<file path="src/rtl/gascon_pkg.sv">
// Shared types and defaults for the GASCON permutation controller.
// No logic here; imported by the controller and its round counter.
package gascon_pkg;

    localparam int CWIDTH_DEF     = 320;
    localparam int MAX_ROUNDS_DEF = 12;
    localparam int TIMEOUT_DEF    = 64;

    typedef logic [CWIDTH_DEF-1:0] gascon_state_t;

    typedef enum logic [1:0] {
        IDLE  = 2'd0,
        ISSUE = 2'd1,
        WAIT  = 2'd2,
        DONE  = 2'd3
    } gascon_ctrl_state_e;

endpackage

</file>
<file path="src/rtl/gascon_round_counter.sv">
// Rounds-remaining / round-constant-index counter for the permutation controller.
// Latency: registered, updates the cycle after load or step.
// Backpressure: none; the controller decides when to load and step.
module gascon_round_counter
    import gascon_pkg::*;
#(
    parameter int MAX_ROUNDS = MAX_ROUNDS_DEF,
    parameter int RW         = $clog2(MAX_ROUNDS + 1)
) (
    input  logic          clk,
    input  logic          reset,
    input  logic          load,
    input  logic [RW-1:0] load_n,
    input  logic          step,
    output logic [RW-1:0] idx,
    output logic          last
);

    logic [RW-1:0] n_q;
    logic [RW-1:0] idx_q;

    // A job of n rounds uses the final n round constants: MAX_ROUNDS-n .. MAX_ROUNDS-1.
    always_ff @(posedge clk or negedge reset) begin
        if (!reset) begin
            n_q   <= '0;
            idx_q <= '0;
        end else if (load) begin
            n_q   <= load_n;
            idx_q <= RW'(MAX_ROUNDS) - load_n;
        end else if (step) begin
            n_q   <= n_q - 1'b1;
            idx_q <= idx_q + 1'b1;
        end
    end

    assign idx  = idx_q;
    assign last = (n_q == RW'(1));

endmodule

</file>
<file path="src/rtl/gascon_perm_ctrl.sv">
// Sequences an n-round GASCON permutation over one shared round core (optional watchdog: GASCON_CTRL_WATCHDOG_EN).
// Latency: R*(L+1)+1 cycles from input handshake to out_valid (R rounds, L core latency; R=0 gives 1).
// Backpressure: in_ready only in IDLE; out_state held in DONE until out_ready.
module gascon_perm_ctrl
    import gascon_pkg::*;
#(
    parameter int CWIDTH     = CWIDTH_DEF,
    parameter int MAX_ROUNDS = MAX_ROUNDS_DEF,
`ifdef GASCON_CTRL_WATCHDOG_EN
    parameter int TIMEOUT    = TIMEOUT_DEF,
`endif
    parameter int RW         = $clog2(MAX_ROUNDS + 1)
) (
    input  logic              clk,
    input  logic              reset,
    input  logic              in_valid,
    output logic              in_ready,
    input  logic [CWIDTH-1:0] in_state,
    input  logic [RW-1:0]     in_rounds,
    output logic              out_valid,
    input  logic              out_ready,
    output logic [CWIDTH-1:0] out_state,
    output logic [CWIDTH-1:0] rnd_c,
    output logic [RW-1:0]     rnd_idx,
    output logic              rnd_start,
    input  logic [CWIDTH-1:0] rnd_cout,
    input  logic              rnd_done,
    output logic              busy,
    output logic              err
);

    gascon_ctrl_state_e state_q, state_d;
    logic [CWIDTH-1:0]  st_q;
    logic [RW-1:0]      rounds_sat;
    logic               in_fire;
    logic               step;
    logic               last;
    logic               wd_expire;

    assign rounds_sat = (in_rounds > RW'(MAX_ROUNDS)) ? RW'(MAX_ROUNDS) : in_rounds;
    assign in_fire    = (state_q == IDLE) && in_valid;
    assign step       = (state_q == WAIT) && rnd_done;

    gascon_round_counter #(
        .MAX_ROUNDS (MAX_ROUNDS),
        .RW         (RW)
    ) u_cnt (
        .clk    (clk),
        .reset  (reset),
        .load   (in_fire),
        .load_n (rounds_sat),
        .step   (step),
        .idx    (rnd_idx),
        .last   (last)
    );

    always_ff @(posedge clk or negedge reset) begin
        if (!reset) begin
            state_q <= IDLE;
            st_q    <= '0;
        end else begin
            state_q <= state_d;
            if (in_fire) begin
                st_q <= in_state;
            end else if (step) begin
                st_q <= rnd_cout;
            end
        end
    end

    always_comb begin
        state_d   = state_q;
        in_ready  = 1'b0;
        out_valid = 1'b0;
        rnd_start = 1'b0;
        busy      = 1'b1;
        case (state_q)
            IDLE: begin
                in_ready = 1'b1;
                busy     = 1'b0;
                if (in_valid) begin
                    state_d = (rounds_sat == '0) ? DONE : ISSUE;
                end
            end
            ISSUE: begin
                rnd_start = 1'b1;
                state_d   = WAIT;
            end
            WAIT: begin
                if (rnd_done) begin
                    state_d = last ? DONE : ISSUE;
                end else if (wd_expire) begin
                    state_d = IDLE;
                end
            end
            DONE: begin
                out_valid = 1'b1;
                if (out_ready) begin
                    state_d = IDLE;
                end
            end
            default: state_d = IDLE;
        endcase
    end

    // st_q doubles as the core operand and the result; it only moves on load or rnd_done.
    assign rnd_c     = st_q;
    assign out_state = st_q;

`ifdef GASCON_CTRL_WATCHDOG_EN
    localparam int WDW = $clog2(TIMEOUT + 1);

    logic [WDW-1:0] wd_q;
    logic           err_q;

    // Expires on the TIMEOUT-th consecutive WAIT cycle without rnd_done.
    assign wd_expire = (state_q == WAIT) && !rnd_done && (wd_q == WDW'(TIMEOUT - 1));

    always_ff @(posedge clk or negedge reset) begin
        if (!reset) begin
            wd_q  <= '0;
            err_q <= 1'b0;
        end else begin
            if (state_q == ISSUE) begin
                wd_q <= '0;
            end else if (state_q == WAIT) begin
                wd_q <= wd_q + 1'b1;
            end
            if (wd_expire) begin
                err_q <= 1'b1;
            end
        end
    end

    assign err = err_q;
`else
    assign wd_expire = 1'b0;
    assign err       = 1'b0;
`endif

endmodule

</file>
<file path="config.mk">
export PLATFORM = sky130hd
export DESIGN_NAME = gascon_perm_ctrl
export DESIGN_NICKNAME = d
export VERILOG_FILES = /design/src/rtl/gascon_pkg.sv /design/src/rtl/gascon_round_counter.sv /design/src/rtl/gascon_perm_ctrl.sv
export SDC_FILE = /design/constraint.sdc
export NUM_CORES = 1
export LEC_CHECK = 0
export BUFFER_PORTS_ARGS = -buffer_cell sky130_fd_sc_hd__buf_2
export CAP_MARGIN = 20
export CORE_AREA = 2 2 503 505
export DETAILED_ROUTE_END_ITERATION = 6
export DIE_AREA = 0 0 505 507
export PLACE_DENSITY_LB_ADDON = 0.15
export REMOVE_ABC_BUFFERS = 1
export SLEW_MARGIN = 20
export SYNTH_ARGS = -nofsm -noshare
export SYNTH_HDL_FRONTEND = slang
export SYNTH_SLANG_ARGS = --single-unit
</file>
<file path="constraint.sdc">
create_clock -name clk -period 1.7 [get_ports clk]
set_input_delay 0.085 -clock clk [delete_from_list [all_inputs] [get_ports clk]]
set_output_delay 0.085 -clock clk [all_outputs]
set_load 0.02 [all_outputs]
</file>
# Word-level counts from Yosys, hierarchy flattened
# Cells that the tools add are included.
# totals
register_bits,330
in_bits,649
out_inout_bits,649
word_cells,38
# classes
addsub,3
order_cmp,1
n_eq_ne,7
mux,17
reduce_logical,6
# op_table
cell,count
two-way mux 320 bit,2
two-way mux 4 bit,5
two-way mux 2 bit,5
case mux 2 bit (4 select lines),1
inequality test 2 bit (second input constant),3
adder 4 x 1 -> 4 bit (second input constant),1
== test 2 bit (second input constant),2
== test 4 x 1 -> 1 bit (second input constant),1
greater-than comparator 4 bit (second input constant),1
logical NOT 4 bit,1
two-way mux 1 bit,4
subtractor 4 x 1 -> 4 bit (second input constant),1
subtractor 4 bit (first input constant),1
AND reduction 3 bit,1
== test 2 x 1 -> 1 bit (second input constant),1
logical AND 1 bit,2
logical NOT 2 bit,1
nonzero test 2 bit,1

# Depth between registers and ports, before layout
# logic_depth
depth_word,6
mapped_depth,6
ltp_nobuf,6

# Modules after synthesis
# Synthesis repeated with hierarchy kept, for this count alone.
# hier_totals
hier_cells,1498
hier_area_um2,17456.7
# modules_own_cells
mod,instances,cells_per_inst,area_per_inst_um2,seq_area_each_um2
gascon_perm_ctrl,1,1449,16957.5,8057.7
gascon_round_counter,1,49,499.2,200.2

# Worst setup path after synthesis
# No wires, ideal clock.
# synth_timing
kind,reg-to-reg
startpoint,register state_q[0]
endpoint,"register u_cnt.idx_q[3], in the netlist u_cnt.idx[3]"
setup_ns,0.129
t_arrival_ns,1.499
t_required_ns,1.571
path_slack_ns,0.072
path_stages_with_launch,6
path_buffers,2
period_less_slack_ns,1.628
cell_sequence,dfrtp_1 buf_2 buf_2 or3b_2 a211oi_1 o22ai_1
# synth_via
elab_chain_cells,3
word_cells_on_any_way,6
classes_between,eq/ne (1); mux (1); reduce/logical (4)
# synth_lines
element,line,rtl
"start, declared",gascon_perm_ctrl.sv:32,"gascon_ctrl_state_e state_q, state_d;"
"start signal, assigned",gascon_perm_ctrl.sv:62,state_q <= state_d;
== test 2 bit / logical NOT 2 bit (equally long branches),"gascon_perm_ctrl.sv:42, gascon_perm_ctrl.sv:41",
"logical AND 1 bit, on equally long branches","gascon_perm_ctrl.sv:42, gascon_perm_ctrl.sv:41",
nonzero test 2 bit (no line) / two-way mux 4 bit (equally long branches),n/a,
"end signal, assigned",gascon_round_counter.sv:29,idx_q <= RW'(MAX_ROUNDS) - load_n;
"end signal, assigned",gascon_round_counter.sv:32,idx_q <= idx_q + 1'b1;
"end, declared",gascon_round_counter.sv:20,logic [RW-1:0] idx_q;
# Several ways; a longest one is shown, not always the timed one.
# A chain may end at the register's enable or synchronous reset.

# Final worst setup path
# layout_timing
startpoint,register state_q[0]
endpoint,"register st_q[112], in the netlist out_state[112]"
# layout_via
elab_chain_cells,3
word_cells_on_any_way,6
classes_between,eq/ne (1); mux (1); reduce/logical (4)
# layout_lines
element,line,rtl
== test 2 bit / logical NOT 2 bit (equally long branches),"gascon_perm_ctrl.sv:42, gascon_perm_ctrl.sv:41",
"logical AND 1 bit, on equally long branches","gascon_perm_ctrl.sv:42, gascon_perm_ctrl.sv:41",
nonzero test 2 bit (no line) / two-way mux 320 bit (equally long branches),n/a,
"end signal, assigned",gascon_perm_ctrl.sv:64,st_q <= in_state;
"end signal, assigned",gascon_perm_ctrl.sv:66,st_q <= rnd_cout;
"end, declared",gascon_perm_ctrl.sv:33,logic [CWIDTH-1:0] st_q;
# Several ways; a longest one is shown, not always the timed one.

==> qor.csv <==
stage,metric,value,unit
floorplan,Die ar.,0.2560,sq mm
placed_design,IO buf count,1296,
setup_path,CP Data Arrival Time,2440,ps
placed_design,setup slack after placement,-415.3,ps
logic_synthesis,"EDFF count, synth",0,
job,# Max-Cap Violations,0,
setup_path,r2r worst-path depth,7,
clock_tree,CTS sink count,330,
status,failing checks,setup timing,
logic_synthesis,post-synth top area share,0.4555,
placed_design,placed inst area,0.02754,sq mm
setup_path,critical path class,register to register,
setup_path,CP Launch Type,register,
setup_path,RR Endpoint,out_state[112],
route,DR pass1 iterations,6,
power_and_ir_drop,PD cells,1820,mW/mm^2
power_and_ir_drop,leakage,16.48,nW
setup_path,worst-path maximum fanout,8,
setup_path,CP endpoint kind,register,
logic_synthesis,Yosys warning total,0,
route,starting DRC count in detailed routing,1026,
sta,crit share post-route,1.118,
floorplan,starting density of the core,0.07239,
sta,Final Critical Period,1901,ps
floorplan,Die Height,507,um
sta,achievable frequency,526.1,MHz
global_routing,first-pass GRT wire length,225.8,mm
logic_synthesis,Synth area leader,dfrtp_1,
layout,fillers,28610,
floorplan,Core Footprint,0.2505,sq mm
sta,Slew Limit Fails,0,
sta,setup ws final,-200.9,ps
sta,slew at the pin with the worst max-slew slack,587.7,ps
clock_tree,Root Driver,clkbuf_16,
setup_path,Reg2Reg Launch Point,state_q[0],
route,"wirelength, routed",177.1,mm
status,status,finished with violations,
logic_synthesis,Post-synth ARST share,1.000,
layout,fraction of layout cells with a size suffix above 1,0.4612,
logic_synthesis,Avg Synthesized Cell Area,9.968,sq um
global_routing,vias in the first global route,22400,
clock_tree,clk slew on worst S/H paths,70,ps
power_and_ir_drop,Total Power,68.22,mW
layout,# nets final,4205,
route,DR vias,21580,
route,Remaining DRCs,0,
logic_synthesis,most frequent cell after synthesis,o21ai_0,
clock_tree,CTS HTree Levels,2,
layout,Finished Cell Area,0.03749,sq mm
logic_synthesis,post-synthesis cell area,0.01813,sq mm
clock_tree,Clock Latency Late Sink,670,ps
logic_synthesis,Synth area leaders,"dfrtp_1 46%, mux2i_1 18%, buf_4 13%, o21ai_0 11%, o21ai_1 6.8%",
logic_synthesis,sequential share of the synthesized area,0.4555,
route,post-route ant nets,0,
sta,Fin. Hold Viols,0,
clock_tree,CTS tree,yes,
floorplan,FP Rows,184,
layout,final core occ,0.1497,
logic_synthesis,synth cell count leaders,"399 x o21ai_0, 330 x dfrtp_1, 322 x buf_4",
setup_path,"Req. time, crit path",2230,ps
logic_synthesis,Mapped Cells,1819,
floorplan,die width,505,um
setup_path,Worst Setup SP,state_q[0],
sta,Hold Worst Slack,72.88,ps
floorplan,Ports,1298,
route,WL/cell,25.41,um
global_routing,largest net degree at the start of global routing,82,
global_routing,Total Routing Usage GR,0.1321,
clock_tree,clk buf depth,3,
global_routing,grt ovf,0,
setup_path,reg2reg setup slack,-200,ps
placed_design,DP HPWL,148.8,mm
setup_path,Worst Setup EP,out_state[112],
sta,clock skew,27.00,ps
sta,setup violators final,326,
route,Via density,3.095,
sta,RSZ-0062 raised after global routing,yes,
logic_synthesis,Yosys cell types,41,
logic_synthesis,"FF+latch count, synth",330,
layout,synthesis-to-finish area growth,106.7,%
placed_design,GPL Wtd Cong,0.8491,
hold_path,Hold/Removal Path Class,input port to asynchronous set/reset pin,
clock_tree,Inserted Clock Buffers,51,
power_and_ir_drop,Peak VDD IR,0.7684,mV
global_routing,initial antenna violation count,135,
logic_synthesis,Post-synth top flop,dfrtp_1,
sta,slew margin rel.,0.6082,
## sequential cells by signal, summed over array words and instances (netlist names)
signal     flops
u_cnt.n_q      4
out_state    320
state_q        2
u_cnt.idx      4
## layout by cell type, fill, tap and decap left out, types with 20 or more instances in the layout
master            n
diode_2          32
clkbuf_16        60
mux2i_1         262
dfrtp_1         329
dlygate4sd3_1   648
mux2i_2          34
mux2i_4          26
o21ai_0         350
buf_12           54
o21ai_1         291
buf_4            90
buf_2          1291
buf_6            20
## cells by family (layout without fill, tap and decap cells)
kind of cell             Yosys count  after routing  share of synthesized area
AO/OA/AOI/OAI                    658            658                     0.1833
AND/OR/NAND/NOR                   27             27                   0.008972
XOR/XNOR                           3              3                   0.001449
other                              1             33                  0.0002068
multiplexers                     323            323                     0.1786
flip-flops                       330            330                     0.4555
buffers and inverters            473           2245                     0.1693
adder cells (fa/ha/maj)            4              4                   0.002760
## repair_timing
action | in CTS | in global routing
pin swaps | 2 | 15
hold endpoints to repair | 660 | 0
gates cloned | 6 | 9
setup endpoints to repair | 324 | 331
buffers inserted | 22 | 19
gates resized for setup | 106 | 142
hold buffers | 649 | 0
## critical path, cell delays in order (launching register included)
cell and delay [ps]:
dfrtp_4 500, nor3b_4 240, buf_12 150, buf_16 200
buf_8 150, buf_12 130, mux2i_4 260, o21ai_1 70
## layer usage
metal  GRT usage  wire (um)  vias to the layer above
li1            -          -                     9653
met1      0.1560      71750                    10430
met2      0.2186      81900                     1146
met3     0.05568      17470                      297
met4     0.03464       5669                       48
met5           0        322                        -
## area by class of cell
type | count | area, sq um | area share
diodes | 32 | 80.08 | 0.002136
clock buffers | 75 | 1516 | 0.04045
clock inverters | 17 | 232.7 | 0.006208
inverters | 7 | 26.28 | 0.0007009
multi-input cells | 1016 | 7302 | 0.1948
flip-flops and latches | 330 | 8262 | 0.2204
well taps | 3348 | 4189 | 0.1117
repair buffers | 2146 | 15880 | 0.4236
## stage by stage
step / setup TNS, ps / instances
2_1_floorplan: -6894090 / 1353
3_3_place_gp: -25480 / 6146
3_5_place_dp: -32120 / 6146
4_1_cts: -53280 / 6914
5_1_grt: -71720 / 6949
6_report: -40230 / 6971
## where the power goes
group          switching, mW  leakage [nW]  internal [mW]
clock network           4.67         0.856           6.89
logic                   26.0          11.6           14.3
registers               4.62          4.06           11.8
total                   35.3          16.5           33.0
## how the worst min path moves through the flow
stage          startpoint            end  slack (ps)
2_1_floorplan       reset   out_state[0]        -210
3_5_place_dp        reset  out_state[25]         -10
5_1_grt             reset  out_state[25]          50
3_3_place_gp        reset  out_state[25]         -10
4_1_cts             reset  out_state[25]          60
6_report            reset  out_state[25]          70
Note: power is estimated with default switching activity, not from simulation.
